**config.mk**
```make
export PLATFORM = sky130hd
export DESIGN_NAME = hex_multi_display
export DESIGN_NICKNAME = d
export VERILOG_FILES = /design/src/rtl/hex_disp_pkg.sv /design/src/rtl/hex_seg_decode.sv /design/src/rtl/hex_multi_display.sv
export SDC_FILE = /design/constraint.sdc
export NUM_CORES = 1
export LEC_CHECK = 0
export ABC_AREA = 1
export ABC_CLOCK_PERIOD_IN_PS = 5000
export BUFFER_PORTS_ARGS = -buffer_cell sky130_fd_sc_hd__buf_2
export CAP_MARGIN = 10
export CORE_AREA = 3 3 152 125
export CTS_BUF_LIST = sky130_fd_sc_hd__clkbuf_8
export DETAILED_ROUTE_END_ITERATION = 8
export DIE_AREA = 0 0 155 128
export GPL_ROUTABILITY_DRIVEN = 0
export PLACE_DENSITY = 0.7
export SYNTH_ARGS = -nofsm -noshare
export SYNTH_HDL_FRONTEND = slang
export SYNTH_SLANG_ARGS = --single-unit
```
**constraint.sdc**
```tcl
create_clock -name clk -period 5 [get_ports clk]
set_input_delay 0.25 -clock clk [delete_from_list [all_inputs] [get_ports clk]]
set_output_delay 0.25 -clock clk [all_outputs]
set_load 0.05 [all_outputs]
```
**src/rtl/hex_disp_pkg.sv**
```systemverilog
// Shared types, constants and the hexadecimal glyph table for the multi-digit HEX driver.
package hex_disp_pkg;

    typedef enum logic [1:0] {
        MODE_STATIC = 2'b00,
        MODE_ZBLANK = 2'b01,
        MODE_BLINK  = 2'b10,
        MODE_SCROLL = 2'b11
    } mode_e;

    typedef enum logic {
        S_IDLE   = 1'b0,
        S_SCROLL = 1'b1
    } state_e;

    // Active-low segments: all ones means every segment is dark
    localparam logic [6:0] SEG_OFF = 7'h7F;

    // Active-low segment pattern {g,f,e,d,c,b,a} for one hex nibble
    function automatic logic [6:0] seg_of(input logic [3:0] nibble);
        logic [6:0] seg;
        case (nibble)
            4'h0:    seg = 7'h40;
            4'h1:    seg = 7'h79;
            4'h2:    seg = 7'h24;
            4'h3:    seg = 7'h30;
            4'h4:    seg = 7'h19;
            4'h5:    seg = 7'h12;
            4'h6:    seg = 7'h02;
            4'h7:    seg = 7'h78;
            4'h8:    seg = 7'h00;
            4'h9:    seg = 7'h10;
            4'hA:    seg = 7'h08;
            4'hB:    seg = 7'h03;
            4'hC:    seg = 7'h46;
            4'hD:    seg = 7'h21;
            4'hE:    seg = 7'h06;
            default: seg = 7'h0E;
        endcase
        return seg;
    endfunction

endpackage

```
**src/rtl/hex_seg_decode.sv**
```systemverilog
// Combinational single-digit decoder: nibble plus enable to active-low segments.
module hex_seg_decode
    import hex_disp_pkg::*;
(
    input  logic [3:0] nibble,
    input  logic       enable,
    output logic [6:0] seg
);

    // A disabled digit is driven fully dark regardless of its nibble
    always_comb begin
        seg = enable ? seg_of(nibble) : SEG_OFF;
    end

endmodule

```
**src/rtl/hex_multi_display.sv**
```systemverilog
// N-digit hex display driver with load/ready capture and static, zero-blank,
// blink and scroll-in display modes. All outputs come straight from flops.
module hex_multi_display
    import hex_disp_pkg::*;
#(
    parameter int NUM_DIGITS = 6,
    parameter int BLINK_DIV  = 25_000_000,
    parameter int SCROLL_DIV = 12_500_000
) (
    input  logic                         clk,
    input  logic                         reset,
    input  logic                         load,
    input  logic [4*NUM_DIGITS-1:0]      data,
    input  logic [1:0]                   mode,
    output logic                         ready,
    output logic [NUM_DIGITS-1:0][6:0]   HEX
);

    localparam int BW  = $clog2(BLINK_DIV);
    localparam int SW  = $clog2(SCROLL_DIV);
    localparam int STW = (NUM_DIGITS > 1) ? $clog2(NUM_DIGITS) : 1;

    typedef logic [NUM_DIGITS-1:0][3:0] nib_vec_t;

    state_e                    state_q, state_d;
    nib_vec_t                  value_q, value_d;
    mode_e                     mode_q, mode_d;
    nib_vec_t                  img_q, img_d;
    logic [NUM_DIGITS-1:0]     mask_q, mask_d;
    logic [BW-1:0]             blink_cnt_q, blink_cnt_d;
    logic                      phase_q, phase_d;
    logic [SW-1:0]             scroll_cnt_q, scroll_cnt_d;
    logic [STW-1:0]            step_q, step_d;
    logic                      ready_q, ready_d;
    logic [NUM_DIGITS-1:0][6:0] hex_q, hex_d;

    nib_vec_t                  data_nib;
    logic [NUM_DIGITS-1:0]     zb_mask;
    logic [3:0]                next_nib;
    logic                      accept;
    logic                      blank_all;

    assign data_nib = data;

    // Leading-zero mask: a digit shows once any nibble at or above it is nonzero; digit 0 always shows
    always_comb begin
        logic seen;
        seen    = 1'b0;
        zb_mask = '0;
        for (int i = NUM_DIGITS - 1; i >= 0; i--) begin
            seen       = seen | (data_nib[i] != 4'h0);
            zb_mask[i] = seen | (i == 0);
        end
    end

    // Next-state logic: capture handshake, blink timer, scroll FSM and the displayed image
    always_comb begin
        state_d      = state_q;
        value_d      = value_q;
        mode_d       = mode_q;
        img_d        = img_q;
        mask_d       = mask_q;
        blink_cnt_d  = blink_cnt_q;
        phase_d      = phase_q;
        scroll_cnt_d = scroll_cnt_q;
        step_d       = step_q;
        next_nib     = 4'h0;
        accept       = load && ready_q;

        // Blink timer free-runs; restarting it on every load makes a new value appear immediately
        if (accept) begin
            blink_cnt_d = '0;
            phase_d     = 1'b0;
        end else if (blink_cnt_q == BW'(BLINK_DIV - 1)) begin
            blink_cnt_d = '0;
            phase_d     = ~phase_q;
        end else begin
            blink_cnt_d = blink_cnt_q + 1'b1;
        end

        // Nibble entering on the next scroll step: most significant first
        for (int i = 0; i < NUM_DIGITS; i++) begin
            if (step_q == STW'(NUM_DIGITS - 1 - i)) begin
                next_nib = value_q[i];
            end
        end

        unique case (state_q)
            S_IDLE: begin
                if (accept) begin
                    value_d      = data_nib;
                    mode_d       = mode_e'(mode);
                    scroll_cnt_d = '0;
                    step_d       = '0;
                    if (mode_e'(mode) == MODE_SCROLL) begin
                        state_d = S_SCROLL;
                        img_d   = '0;
                        mask_d  = '0;
                    end else begin
                        img_d  = data_nib;
                        mask_d = (mode_e'(mode) == MODE_ZBLANK) ? zb_mask : '1;
                    end
                end
            end
            S_SCROLL: begin
                if (scroll_cnt_q == SW'(SCROLL_DIV - 1)) begin
                    scroll_cnt_d = '0;
                    img_d[0]     = next_nib;
                    mask_d[0]    = 1'b1;
                    for (int i = 1; i < NUM_DIGITS; i++) begin
                        img_d[i]  = img_q[i-1];
                        mask_d[i] = mask_q[i-1];
                    end
                    if (step_q == STW'(NUM_DIGITS - 1)) begin
                        state_d = S_IDLE;
                        step_d  = '0;
                    end else begin
                        step_d = step_q + 1'b1;
                    end
                end else begin
                    scroll_cnt_d = scroll_cnt_q + 1'b1;
                end
            end
            default: begin
                state_d = S_IDLE;
            end
        endcase

        ready_d   = (state_d == S_IDLE);
        blank_all = (mode_d == MODE_BLINK) && phase_d;
    end

    // One decoder per digit, fed from next-state so HEX lands together with the state it shows
    generate
        for (genvar gi = 0; gi < NUM_DIGITS; gi++) begin : g_digit
            hex_seg_decode u_dec (
                .nibble (img_d[gi]),
                .enable (mask_d[gi] & ~blank_all),
                .seg    (hex_d[gi])
            );
        end
    endgenerate

    // State and output registers; reset blanks every digit and opens the handshake
    always_ff @(posedge clk or negedge reset) begin
        if (!reset) begin
            state_q      <= S_IDLE;
            value_q      <= '0;
            mode_q       <= MODE_STATIC;
            img_q        <= '0;
            mask_q       <= '0;
            blink_cnt_q  <= '0;
            phase_q      <= 1'b0;
            scroll_cnt_q <= '0;
            step_q       <= '0;
            ready_q      <= 1'b1;
            hex_q        <= {NUM_DIGITS{SEG_OFF}};
        end else begin
            state_q      <= state_d;
            value_q      <= value_d;
            mode_q       <= mode_d;
            img_q        <= img_d;
            mask_q       <= mask_d;
            blink_cnt_q  <= blink_cnt_d;
            phase_q      <= phase_d;
            scroll_cnt_q <= scroll_cnt_d;
            step_q       <= step_d;
            ready_q      <= ready_d;
            hex_q        <= hex_d;
        end
    end

    assign ready = ready_q;
    assign HEX   = hex_q;

endmodule

```
==> results of run 1 <==
==> sequential cells by signal, indices dropped and copies added (netlist names) <==
| register | flops |
|---|---|
| step_q | 3 |
| blink_cnt_q | 25 |
| HEX | 42 |
| value_q | 24 |
| scroll_cnt_q | 24 |
| img_q | 24 |
| state_q | 1 |
| ready | 1 |
| mask_q | 6 |
| mode_q | 2 |
| phase_q | 1 |
==> synth_stat cells, types with 3 or more instances <==
cell / n / share of area [%]
inv_1: 115 / 4.9
nor4_1: 6 / 0.43
nor2_1: 96 / 4.1
nand3b_1: 4 / 0.34
buf_4: 5 / 0.43
a21oi_2: 4 / 0.40
a21oi_1: 48 / 2.7
a21oi_4: 3 / 0.56
nor2_2: 14 / 1.0
a22oi_1: 7 / 0.60
dfrtp_1: 110 / 31
clkbuf_1: 9 / 0.39
buf_2: 5 / 0.29
nor3_1: 16 / 0.92
nand2_1: 317 / 14
o21ai_2: 3 / 0.30
o211ai_1: 7 / 0.60
buf_6: 7 / 0.90
ha_1: 36 / 5.1
nand2_2: 8 / 0.57
xor2_1: 3 / 0.30
nand4_1: 15 / 1.1
nand3_1: 122 / 7.0
dfstp_2: 43 / 13
o21ai_1: 9 / 0.51
o22ai_1: 8 / 0.57
nor3_2: 3 / 0.34
o21ai_0: 49 / 2.8
nand2_4: 4 / 0.51
nor2_4: 5 / 0.64
nor3b_1: 3 / 0.26
inv_2: 18 / 0.77
==> layout make-up <==
| cell class | instances | area (µm²) |
|---|---|---|
| Inverter | 136 | 515.5 |
| Clock buffer | 19 | 261.5 |
| Multi-Input combinational cell | 812 | 4174 |
| Sequential cell | 153 | 3882 |
| Tap cell | 225 | 281.5 |
| Timing Repair Buffer | 76 | 401.6 |
| Fill cell | 1641 | 7711 |
| Clock inverter | 13 | 150.1 |
==> logic make-up (layout without fill, tap and decap cells) <==
| group | Yosys count | count (layout) | share of synthesized area [%] |
|---|---|---|---|
| AOI/OAI and AO/OA | 153 | 153 | 10.59 |
| xor gates and xnor gates | 3 | 3 | 0.3004 |
| adders and majority gates | 36 | 36 | 5.149 |
| buffers and inverters | 162 | 244 | 7.896 |
| DFF | 153 | 153 | 44.39 |
| and+or+nand+nor | 620 | 620 | 31.68 |
==> worst max path at each step <==
stage	end
after floorplan	HEX[3]
after global placement	HEX[7]
after detailed placement	HEX[7]
after CTS	HEX[7]
after global routing	HEX[7]
final	HEX[7]
==> worst max-delay path, cell delays in order, from the launching register on <==
cell,delay (ns)
dfrtp_1,0.40
ha_1,0.19
nand2_2,0.09
nor2_2,0.14
nand3_1,0.12
nor2_4,0.14
nand3_2,0.49
inv_2,0.44
nand2_1,0.09
o211ai_1,0.23
inv_1,0.17
ha_1,0.28
nand2_1,0.08
nor2_1,0.05
nor2_1,0.13
nand2_1,0.07
==> per-stage QoR <==
stage / setup WS, ns / utilization, % / cells / instance area [µm²]
3_3_place_gp: 2.003 / 53.20 / 1401 / 9245
6_report: 1.806 / 55.63 / 1434 / 9667
5_1_grt: 1.498 / 55.63 / 1434 / 9667
3_5_place_dp: 1.880 / 53.20 / 1401 / 9245
4_1_cts: 1.851 / 55.63 / 1434 / 9667
2_1_floorplan: 2.562 / - / 1127 / 8747
==> power breakdown <==
part / total, µW / internal (µW) / switching (µW) / leakage (µW)
Clock: 991 / 516 / 475 / 0.000217
Combinational: 2280 / 626 / 1660 / 0.00257
Sequential: 2000 / 1740 / 260 / 0.00189
==> timing repair <==
action / in CTS / in global routing
gates resized for setup: 0 / 0
buffers inserted: 0 / 0
endpoints found under the hold margin: 35 / 0
hold buffers: 1 / 0
==> metal layers <==
metal	routed length (µm)	track usage (%)
met4	308	5.400
met5	31	0
met1	10880	35.81
met2	9244	31.94
met3	1851	6.919
==> flow_summary.yaml, run 1 <==
setup_path:
  start_kind: "flip-flop"
  endpoint_kind: "flip-flop"
  timing.rr.start: "scroll_cnt_q[0]"
  crit_fanout: 23
  cp.required_ns: 5.39
  r2r_slack_ns: 1.81
  crit_type: "flip-flop to flip-flop"
  reg2regPathDepth: 15
  critPathLaunch: "scroll_cnt_q[0]"
  worstPathArrival_ns: 3.58
  worstReg2RegEnd: "HEX[7]"
logic_synthesis:
  ys_types: 48
  seq_area_frac_synth_pct: 44.39
  synthFlopType: "dfrtp_1"
  postSynthCellCount: 1127
  syn_nets: 1192
  yosysWarningCount: 0
  async_flop_share_pct: 100.0
  syn_avg_cell_area_um2: 7.761
  synth_edf_count: 0
  ys_seq_elements: 153
  synth_area_um2: 8747
power_and_ir_drop:
  leakage_uw: 0.004683
  ir_worst_vdd_uv: 402.5
  powerDensity_nw_per_um2: 545.5
  design_power_total_uw: 5273
layout:
  antenna_cells: 0
  drive_above_1_share_pct: 18.28
  layout.nets: 1261
  final_cell_mix: "nand2_1 (317), nand3_1 (122), inv_1 (116)"
  area_growth_pct: 10.51
  final_common_cell: "nand2_1"
sta:
  tns_ns: 0
  finalClockSkew_ns: 0.01576
  min_period_ns: 3.194
  fmax_mhz: 313.1
  max-slew-margin-rel_pct: 44.36
  finalHoldViolations: 0
  holdWs_ns: 0.05041
  setup_viol: 0
  post-route-period-util_pct: 63.88
  slew_viol_final: 0
  tightest_slew_ns: 0.8346
  rsz0062_at_grt: "false"
global_routing:
  grt_max_degree: 67
  grt_util_all_layers_pct: 23.24
  grt_pass1_vias: 7214
  grt_overflow: 0
  grt_pass1_wl_um: 37050
  antenna_found_initial: 2
min_path:
  hold_class: "input port to flip-flop"
  holdPathEnd: "value_q[10]"
  holdPathStages: 3
  worstHoldStart: "data[10]"
drt:
  wl_per_cell_um: 15.56
  firstDrtPassIters: 6
  finalWirelength_um: 22320
  final_antenna_net_count: 0
  drcViolationCount: 0
  drtIter0Drc: 857
  viasPerCell: 5.429
  vias: 7785
die:
  die_w_um: 155
  die_h_um: 128
  initial_core_util_pct: 50.33
  coreArea_um2: 17380
  rows: 43
  die_area_um2: 19840
  io_pins: 72
cts:
  cts.path.max_buffers: 2
  clk_pin_slew_ns: 0.09
  htreeDepth: 4
  cts_buffers: 17
  cts_sinks: 153
  cts_tree: "built"
  clkLatencyLatePin_ns: 0.45
  cts_root_buffer: "clkbuf_8"
placed_design:
  hpwl_um: 16240
  io_buffers: 71
outcome:
  status: "complete, no violations"
job:
  maxCapViolations: 0
No activity file was read; power rests on OpenSTA's default activity.
==> run 2: changes to the inputs <==
--- a/config.mk
+++ b/config.mk
@@ -6,7 +6,7 @@
 export NUM_CORES = 1
 export LEC_CHECK = 0
 export ABC_AREA = 1
-export ABC_CLOCK_PERIOD_IN_PS = 5000
+export ABC_CLOCK_PERIOD_IN_PS = 3100
 export BUFFER_PORTS_ARGS = -buffer_cell sky130_fd_sc_hd__buf_2
 export CAP_MARGIN = 10
 export CORE_AREA = 3 3 152 125
==> constraint.sdc (replaced) <==
create_clock -name clk -period 3.1 [get_ports clk]
set_input_delay 0.155 -clock clk [delete_from_list [all_inputs] [get_ports clk]]
set_output_delay 0.155 -clock clk [all_outputs]
set_load 0.05 [all_outputs]
==> run 2 against run 1 <==
Sequential power up 61%. Maximum frequency up 14%. Final cell count up 2.1%. Die area unchanged. Power up 61%. Clock skew down 0.0017 ns. Highest routed layer is now met4.
==> flow_summary.yaml, run 2 (synthesis results as in run 1) <==
global_routing:
  grt_util_all_layers_pct: 22.69
  grt_overflow: 0
  grt_pass1_wl_um: 36220
  grt_max_degree: 67
  grt_pass1_vias: 7217
  antenna_found_initial: 0
sta:
  finalHoldViolations: 0
  holdWs_ns: 0.02103
  setup_viol: 0
  finalClockSkew_ns: 0.01409
  post-route-period-util_pct: 90.16
  fmax_mhz: 357.8
  min_period_ns: 2.795
  max-slew-margin-rel_pct: 58.13
  slew_viol_final: 0
  tns_ns: 0
  tightest_slew_ns: 0.6281
  rsz0062_at_grt: "false"
cts:
  cts_root_buffer: "clkbuf_8"
  htreeDepth: 4
  cts_tree: "built"
  clk_pin_slew_ns: 0.09
  cts.path.max_buffers: 2
  clkLatencyLatePin_ns: 0.46
  cts_sinks: 153
  cts_resized: 0
  cts_buffers: 17
die:
  io_pins: 72
  die_h_um: 128
  coreArea_um2: 17380
  die_w_um: 155
  rows: 43
  initial_core_util_pct: 50.33
  die_area_um2: 19840
drt:
  finalWirelength_um: 22020
  vias: 7814
  drcViolationCount: 0
  drtIter0Drc: 721
  final_antenna_net_count: 0
  firstDrtPassIters: 6
  viasPerCell: 5.337
  wl_per_cell_um: 15.04
setup_path:
  endpoint_kind: "flip-flop"
  cp.required_ns: 3.50
  worstPathArrival_ns: 3.19
  crit_type: "flip-flop to flip-flop"
  start_kind: "flip-flop"
  crit_fanout: 26
layout:
  multi_input_area_um2: 4174
  final_cell_mix: "nand2_1 (317), nand3_1 (122), inv_1 (116)"
  layout.nets: 1291
  area_growth_pct: 13.75
  fin_cells: 1464
  layout.area.seq_um2: 3882
  fill_cells: 1572
  drive_above_1_share_pct: 18.40
  antenna_cells: 0
  largest_register_ffs: 42
  final_common_cell: "nand2_1"
placed_design:
  io_buffers: 71
  place_inst: 1408
  hpwl_um: 15920
job:
  maxCapViolations: 0
outcome:
  status: "complete, no violations"
power_and_ir_drop:
  powerDensity_nw_per_um2: 855.5
  ir_worst_vdd_uv: 544.4
  leakage_uw: 0.004805
min_path:
  hold_class: "input port to flip-flop"
-- run 2: layout make-up --
| class | count | area share [%] |
|---|---|---|
| multi-input combinational | 812 | 41.95 |
| tap | 225 | 2.829 |
| sequential | 153 | 39.02 |
| inverter | 136 | 5.181 |
| clock inverter | 15 | 1.660 |
| clock buffer | 17 | 2.352 |
| timing repair buffer | 106 | 7.005 |
-- run 2: path summary, 6_finish.rpt --
kind	from	to	slack [ns]	cells past startpoint
worst min register to register	value_q[10]	value_q[10]	0.48	2
worst max register to register	scroll_cnt_q[0]	HEX[40]	0.31	17
worst max-delay path	scroll_cnt_q[0]	HEX[40]	0.31	17
min in group asynchronous	reset	scroll_cnt_q[6]	0.25	2
worst min-delay path	data[7]	value_q[7]	0.02	3
max in group asynchronous	reset	HEX[22]	1.97	3
-- run 2: stage by stage --
step / area [µm²] / setup slack (ns) / power [µW] / utilization (%)
after global routing: 9950 / 0.02319 / 9138 / 57.25
after floorplan: 8747 / 0.6620 / 6059 / -
after CTS: 9950 / 0.3277 / 8528 / 57.25
final: 9950 / 0.3050 / 8512 / 57.25
after global placement: 9310 / 0.4571 / 6891 / 53.57
after detailed placement: 9310 / 0.3272 / 6915 / 53.57
-- run 2: routing by layer --
metal  up-vias  GRT usage (%)  share of wire [%]
met5         -              0                  0
met3        21          6.345                8.9
met2       294          31.69                 41
li1       3870              -                  -
met4         0          5.088               0.95
met1      3629          34.94                 49
-- run 2: timing repair --
item                                   CTS  global route
hold buffers                            24             0
endpoints found under the hold margin   86             0
setup buffers                            0             0
-- run 2: power by group --
part	switching [µW]	leakage (µW)	internal, µW	total [µW]
Sequential	417	0.00189	2810	3220
Combinational	2670	0.00271	1050	3720
Clock	831	0.000206	734	1570
Total	3920	0.00481	4590	8510
-- run 2: worst max-delay path, cell delays in order, from the launching register on --
cell	delay (ns)
dfrtp_1	0.39
ha_1	0.19
nand2_2	0.08
nor2_2	0.14
nand3_1	0.12
nor2_4	0.14
nand2_4	0.08
nand2_4	0.19
inv_4	0.19
nand2_1	0.10
nand2_1	0.05
nor2_1	0.35
inv_1	0.18
ha_1	0.23
nand2_1	0.11
o21ai_1	0.08
nand2_1	0.07
nand2_1	0.05
==> run 3: changes to the inputs <==
--- a/config.mk
+++ b/config.mk
@@ -6,7 +6,7 @@
 export NUM_CORES = 1
 export LEC_CHECK = 0
 export ABC_AREA = 1
-export ABC_CLOCK_PERIOD_IN_PS = 3100
+export ABC_CLOCK_PERIOD_IN_PS = 3400
 export BUFFER_PORTS_ARGS = -buffer_cell sky130_fd_sc_hd__buf_2
 export CAP_MARGIN = 10
 export CORE_AREA = 3 3 152 125
==> constraint.sdc (replaced) <==
create_clock -name clk -period 3.4 [get_ports clk]
set_input_delay 0.17 -clock clk [delete_from_list [all_inputs] [get_ports clk]]
set_output_delay 0.17 -clock clk [all_outputs]
set_load 0.05 [all_outputs]
==> run 3 against run 2 <==
Design area is 0.45% lower. Maximum frequency fell by 4.0%. Die area unchanged. Critical endpoint is now HEX[3]. Power shrank 9.0%. Clock power shrank 13%. Setup slack improved by 0.18 ns. Flip-flop and latch count stayed put.
==> flow_summary.yaml, run 3 (synthesis results as in run 1) <==
outcome:
  status: "complete, no violations"
drt:
  firstDrtPassIters: 5
  drcViolationCount: 0
  finalWirelength_um: 22540
  viasPerCell: 5.382
  wl_per_cell_um: 15.43
  drtIter0Drc: 808
  vias: 7863
  final_antenna_net_count: 0
sta:
  finalClockSkew_ns: 0.01879
  holdWs_ns: 0.03697
  slew_viol_final: 0
  tns_ns: 0
  worst_slack_ns: 0.4885
  min_period_ns: 2.911
  setup_viol: 0
  tightest_slew_ns: 0.8747
  max-slew-margin-rel_pct: 41.62
  rsz0062_at_grt: "false"
  post-route-period-util_pct: 85.63
  finalHoldViolations: 0
  fmax_mhz: 343.5
layout:
  utilization_pct: 56.99
  largest_register_ffs: 42
  layout.nets: 1288
  area_growth_pct: 13.23
  final_common_cell: "nand2_1"
  final_cell_mix: "nand2_1 (317), nand3_1 (122), inv_1 (115)"
  drive_above_1_share_pct: 18.28
  fill_cells: 1606
  fin_cells: 1461
  antenna_cells: 0
global_routing:
  grt_overflow: 0
  grt_pass1_vias: 7346
  grt_max_degree: 72
  grt_pass1_wl_um: 37560
  grt_util_all_layers_pct: 23.57
  antenna_found_initial: 0
cts:
  post_cts_buffers: 0
  cts_tree: "built"
  cts_resized: 0
  clk_pin_slew_ns: 0.09
  holdBufCountCts: 24
  clkLatencyLatePin_ns: 0.47
  cts_sinks: 153
  cts.path.max_buffers: 2
  cts_buffers: 17
  htreeDepth: 4
  cts_root_buffer: "clkbuf_8"
setup_path:
  start_kind: "flip-flop"
  crit_type: "flip-flop to flip-flop"
  crit_fanout: 21
  cp.required_ns: 3.80
  worstPathArrival_ns: 3.31
  endpoint_kind: "flip-flop"
placed_design:
  hpwl_um: 16270
  place_inst: 1405
  post-place-ws_ns: 0.4709
  io_buffers: 71
job:
  maxCapViolations: 0
die:
  die_w_um: 155
  initial_core_util_pct: 50.33
  die_area_um2: 19840
  die_h_um: 128
  rows: 43
  coreArea_um2: 17380
  io_pins: 72
min_path:
  hold_class: "input port to flip-flop"
power_and_ir_drop:
  ir_worst_vdd_uv: 566.7
  leakage_uw: 0.004778
  powerDensity_nw_per_um2: 782.0
==> run 3: worst paths after layout <==
kind,cells after the start,to,slack [ns],from
max reg2reg,14,HEX[3],0.49,ready
max,14,HEX[3],0.49,ready
max in group asynchronous,3,HEX[22],2.22,reset
min,3,value_q[7],0.04,data[7]
min in group asynchronous,2,scroll_cnt_q[9],0.26,reset
min reg2reg,1,blink_cnt_q[0],0.46,blink_cnt_q[0]
==> run 3: report_power, final <==
group | total, µW | switching (µW) | leakage (µW) | internal [µW]
combinational | 3430 | 2470 | 0.00269 | 955
sequential | 2940 | 385 | 0.00189 | 2560
clock | 1370 | 780 | 0.000193 | 594
total | 7750 | 3640 | 0.00478 | 4110
==> run 3: through the flow <==
step | instance area [µm²] | total power (µW)
floorplan | 8747 | 5525
global placement | 9288 | 6273
detailed placement | 9288 | 6333
CTS | 9905 | 7756
global route | 9905 | 8305
finish | 9905 | 7746
==> run 3: routing by layer <==
metal	share of wire (%)	GRT usage [%]
met3	7.4	5.940
met5	0	0
met4	1.6	6.646
met1	50	36.29
met2	41	32.71
==> run 3: worst max-delay path: stages, from the launching register on <==
cell,delay [ns]
dfstp_2,0.38
nand2_1,0.14
inv_1,0.15
nor2_2,0.69
buf_4,0.36
a21oi_1,0.09
nand2_1,0.06
inv_1,0.04
nand2_2,0.13
inv_1,0.08
ha_1,0.29
a21oi_1,0.23
nor2_1,0.08
nand2_1,0.06
nand3_1,0.06
==> run 3: final cells by class <==
class,count,area [µm²],area share (%)
Clock buffer,17,234.0,2.362
Clock inverter,15,142.6,1.440
Inverter,136,515.5,5.205
Multi-Input combinational cell,812,4174,42.14
Sequential cell,153,3882,39.20
Tap cell,225,281.5,2.842
Timing Repair Buffer,103,674.4,6.809
